==> src/rtl/reset_sequencer.sv <==
// Staged reset release: PLL lock -> DDR controller -> peripherals -> CPU,
// with calibration timeout/retry and fault-driven resequencing.
module reset_sequencer #(
  parameter int STAGE_DELAY   = 16,
  parameter int CALIB_TIMEOUT = 1048576,
  parameter int MAX_RETRY     = 3
) (
  input  logic       clk,
  input  logic       rst_i,
  input  logic       pll_locked,
  input  logic       calib_done,
  output logic       mig_rst_n,
  output logic       periph_rst_n,
  output logic       cpu_rst_n,
  output logic       ready,
  output logic       fail,
  output logic [3:0] retry_cnt
);

  localparam int CNT_MAX = (STAGE_DELAY > CALIB_TIMEOUT) ? STAGE_DELAY : CALIB_TIMEOUT;
  localparam int CW      = $clog2(CNT_MAX) + 1;

  localparam logic [CW-1:0] STAGE_LAST = CW'(STAGE_DELAY - 1);
  localparam logic [CW-1:0] CALIB_LAST = CW'(CALIB_TIMEOUT - 1);
  localparam logic [CW-1:0] CNT_ONE    = CW'(1);
  localparam logic [3:0]    RETRY_MAX  = 4'(MAX_RETRY);

  typedef enum logic [2:0] {
    WAIT_LOCK,
    WAIT_CALIB,
    PERIPH_DLY,
    CPU_DLY,
    RUN,
    FAIL
  } state_e;

  state_e        state_q, state_d;
  logic [CW-1:0] cnt_q, cnt_d;
  logic [3:0]    retry_q, retry_d;
  logic          mig_q, mig_d;
  logic          periph_q, periph_d;
  logic          cpu_q, cpu_d;
  logic          ready_q, ready_d;
  logic          fail_q, fail_d;
  logic          fault;

  always_ff @(posedge clk or negedge rst_i) begin
    if (!rst_i) begin
      state_q  <= WAIT_LOCK;
      cnt_q    <= '0;
      retry_q  <= '0;
      mig_q    <= 1'b0;
      periph_q <= 1'b0;
      cpu_q    <= 1'b0;
      ready_q  <= 1'b0;
      fail_q   <= 1'b0;
    end else begin
      state_q  <= state_d;
      cnt_q    <= cnt_d;
      retry_q  <= retry_d;
      mig_q    <= mig_d;
      periph_q <= periph_d;
      cpu_q    <= cpu_d;
      ready_q  <= ready_d;
      fail_q   <= fail_d;
    end
  end

  always_comb begin
    state_d = state_q;
    cnt_d   = cnt_q;
    retry_d = retry_q;

    // Lost lock anywhere past WAIT_LOCK, or lost calibration once the DDR is
    // up, restarts the sequence; this overrides any timeout on the same edge.
    fault = (state_q inside {WAIT_CALIB, PERIPH_DLY, CPU_DLY, RUN}) &&
            (!pll_locked || (state_q != WAIT_CALIB && !calib_done));

    case (state_q)
      WAIT_LOCK: begin
        if (!pll_locked) begin
          cnt_d = '0;
        end else if (cnt_q == STAGE_LAST) begin
          state_d = WAIT_CALIB;
          cnt_d   = '0;
        end else begin
          cnt_d = cnt_q + CNT_ONE;
        end
      end
      WAIT_CALIB: begin
        if (calib_done) begin
          state_d = PERIPH_DLY;
          cnt_d   = '0;
        end else if (cnt_q == CALIB_LAST) begin
          cnt_d = '0;
          if (retry_q < RETRY_MAX) begin
            retry_d = retry_q + 4'd1;
            state_d = WAIT_LOCK;
          end else begin
            state_d = FAIL;
          end
        end else begin
          cnt_d = cnt_q + CNT_ONE;
        end
      end
      PERIPH_DLY: begin
        if (cnt_q == STAGE_LAST) begin
          state_d = CPU_DLY;
          cnt_d   = '0;
        end else begin
          cnt_d = cnt_q + CNT_ONE;
        end
      end
      CPU_DLY: begin
        if (cnt_q == STAGE_LAST) begin
          state_d = RUN;
          cnt_d   = '0;
        end else begin
          cnt_d = cnt_q + CNT_ONE;
        end
      end
      RUN: begin
        cnt_d = '0;
      end
      FAIL: begin
        cnt_d = '0;
      end
      default: begin
        state_d = WAIT_LOCK;
        cnt_d   = '0;
      end
    endcase

    if (fault) begin
      state_d = WAIT_LOCK;
      cnt_d   = '0;
      retry_d = retry_q;
    end

    // Outputs are pure decodes of the next state, so release order holds by construction.
    mig_d    = state_d inside {WAIT_CALIB, PERIPH_DLY, CPU_DLY, RUN};
    periph_d = state_d inside {CPU_DLY, RUN};
    cpu_d    = (state_d == RUN);
    ready_d  = (state_d == RUN);
    fail_d   = (state_d == FAIL);
  end

  assign mig_rst_n    = mig_q;
  assign periph_rst_n = periph_q;
  assign cpu_rst_n    = cpu_q;
  assign ready        = ready_q;
  assign fail         = fail_q;
  assign retry_cnt    = retry_q;

endmodule

==> config.mk <==
export PLATFORM = sky130hd
export DESIGN_NAME = reset_sequencer
export DESIGN_NICKNAME = d
export VERILOG_FILES = /design/src/rtl/reset_sequencer.sv
export SDC_FILE = /design/constraint.sdc
export NUM_CORES = 1
export LEC_CHECK = 0
export CORE_AREA = 8 8 61 63
export CTS_BUF_LIST = sky130_fd_sc_hd__clkbuf_8
export DETAILED_ROUTE_END_ITERATION = 8
export DIE_AREA = 0 0 69 71
export HOLD_SLACK_MARGIN = 0.03
export PLACE_DENSITY = 0.83
export SYNTH_ARGS = -nofsm -noshare
export SYNTH_HDL_FRONTEND = slang
export SYNTH_SLANG_ARGS = --single-unit
==> constraint.sdc <==
create_clock -name clk -period 3.98 [get_ports clk]
set_clock_uncertainty 0.1 [all_clocks]
set_input_delay 1.194 -clock clk [delete_from_list [all_inputs] [get_ports clk]]
set_output_delay 1.194 -clock clk [all_outputs]
set_load 0.01 [all_outputs]
==> metrics.txt <==
status finished, final reports clean; met3 routed WL 153 um; Top FF cell, synth dfrtp_1; most common cell in the netlist dfrtp_1; RSZ-0062 raised after global routing false; Post-synth EDFFs 0; top sig layer met4; setup TNS 0 ns; total grt overflow 0; metal2 WL roughly 1.7 mm; final wirelength 3.32 mm; pwr/cell area 315 mW/mm^2; Worst-Skew Late Latency 0.29 ns; Max VDD drop 0.000302 V; Longest Clk Path Bufs 2; share of cells above drive strength 1 between 10% and 20%; Clock Pin Slew Worst Setup and Hold Paths 0.06 ns; Leakage ~0.86 nW; post-route minimum period 2.87 ns; WL per Instance 15.5 um; pin count of the biggest net entering global routing 33; met1 WL 1.40 mm; Buffers on Ports 12; clock sink count 32; drt initial violations 87; Yosys top cell by area dfrtp_1; DR pass1 iterations 5; vias in the first global route 1279; Distinct cells, synth 40; top-area cell type share of the netlist area 47.4%; Critical Path RT around 4.1 ns; hold bufs inserted after CTS 0; synth warn 0; #FFs+latches synth 32; row count 20; Max FO, Critical Path 4; Worst Hold Class register to register; io pins 13; endpoints failing setup 0; Commonest cells post-synth dfrtp_1 (32), nor2_1 (31), xnor2_1 (14); Worst Setup Slack post-DPL 0.814 ns; Setup WS post-layout 1.11 ns; TritonCTS buffer count 5; detailed placer's ending HPWL 2.33 mm; core box area ~0.0029 mm^2; Max-slew headroom 58.0%; Resized cells post-CTS 0; CP arrival 2.94 ns; H-tree depth 2; slowest CP cell clkdlybuf4s50_1; CTS Root Cell clkbuf_8; Avg Inst Size Synth 10.2 um^2; post-synth design cell area 0.00169 mm^2; Die Wd 69 um; asr flop ratio synth between 90% and 100%; Least-Margin Pin Slew 0.625 ns; CP Capture Type register; Crit Path Category input port to register; vias 1277; CTS tree built; GRT Total Usage 14.3%; post-CTS setup buffers 0; initial antenna violation count 0; MaxCap Viol Count 0; Initial Util 59.2%; die height 71 um; Setup crit start kind input port; CP cell instances clkdlybuf4s50_1 -> maj3_1 -> a22oi_1 -> and2b_2 -> a211o_1; vias per std cell 5.97; nets@finish 186; synthesized instance count roughly 170; DRC violations left 0; antenna-violating nets left 0; global-route wire length before repair 5.72 mm; Routability Congestion approximately 0.87; Max Fclk 0.349 GHz; Tcrit/Tclk final 72.0%; final hold viol count 0; Synth area leaders dfrtp_1 (47%), xnor2_1 (7.3%), nor2_1 (6.9%); Post-Syn Nets approximately 170; Slew Limit Fails 0; sequential share of the synthesized area 47.4%; crit-path max cell delay ~0.46 ns; Syn-to-layout area delta 13.0%; diode count 0; DIE AREA between 0.004 and 0.005 mm^2
-- cell type report --
class	instances	area, um^2
Inverter	6	22.5
Multi-Input combinational cell	121	817
Clock inverter	2	7.51
Tap cell	33	41.3
Timing Repair Buffer	14	135
Clock buffer	6	82.6
Fill cell	230	946
Sequential cell	32	801
-- critical path: cells and delay by family --
family	cells	cell delay (ns)
compound gates	2	0.62
fa+ha+maj	1	0.38
buf+inv	1	0.46
simple gates	1	0.29
-- cells by family after synthesis --
kind of cell	synth area share (%)
adders and majority gates	2.08
xor gates and xnor gates	11.4
AOI/OAI and AO/OA	6.67
muxes	1.26
buffers and inverters	4.15
and+or+nand+nor	27.0
DFF	47.4
-- stage by stage --
step           utilization [%]  instances  instance area, um^2  power, mW  hold WS, ns
2_1_floorplan                -        166                 1690      0.345        0.368
4_1_cts                   66.8        214                 1910      0.606        0.309
3_5_place_dp              63.7        206                 1820      0.358        0.296
3_3_place_gp              63.7        206                 1820      0.357        0.286
6_report                  66.8        214                 1910      0.601        0.303
5_1_grt                   66.8        214                 1910      0.620        0.320
-- metal layers --
metal | up-vias | global-route usage [%]
li1 | 599 | -
met1 | 635 | 15.5
met2 | 32 | 23.7
met3 | 11 | 4.34
met4 | 0 | 9.34
met5 | - | 0
-- state kept, by name, summed over array words and instances, names as in the netlist --
signal,flops
cnt_q,21
fail,1
mig_rst_n,1
periph_rst_n,1
ready,1
retry_cnt,4
state_q,3
-- worst paths after layout --
check / from / end / slack [ns] / depth (start not counted)
min: retry_cnt[3] / retry_cnt[3] / 0.30 / 0
max: calib_done / mig_rst_n / 1.11 / 5
max in group asynchronous: rst_i / cnt_q[17] / 2.29 / 2
min in group asynchronous: rst_i / ready / 1.19 / 2
max reg2reg: retry_cnt[0] / mig_rst_n / 1.66 / 7
min reg2reg: retry_cnt[3] / retry_cnt[3] / 0.30 / 0
-- placed cells by master, fill, tap and decap left out, types with 3 or more instances in the layout --
master / synthesis / layout
nor2_1: 31 / 31
and2b_2: 3 / 3
nand3_1: 5 / 5
xnor2_1: 14 / 14
xor2_1: 8 / 8
nor3_1: 4 / 4
inv_1: 6 / 8
nand4_1: 7 / 7
dfrtp_1: 32 / 32
nand2_1: 8 / 8
nor4_1: 6 / 6
and3_1: 3 / 3
clkbuf_8: 0 / 6
clkdlybuf4s50_1: 0 / 12
-- report_power, final --
| part | internal (mW) | leakage (nW) | switching, mW |
|---|---|---|---|
| Sequential | 0.328 | 0.445 | 0.00301 |
| Clock | 0.136 | 0.0538 | 0.113 |
| Combinational | 0.00733 | 0.358 | 0.0136 |
| Total | 0.471 | 0.856 | 0.130 |
No activity file was read; power rests on OpenSTA's default activity.
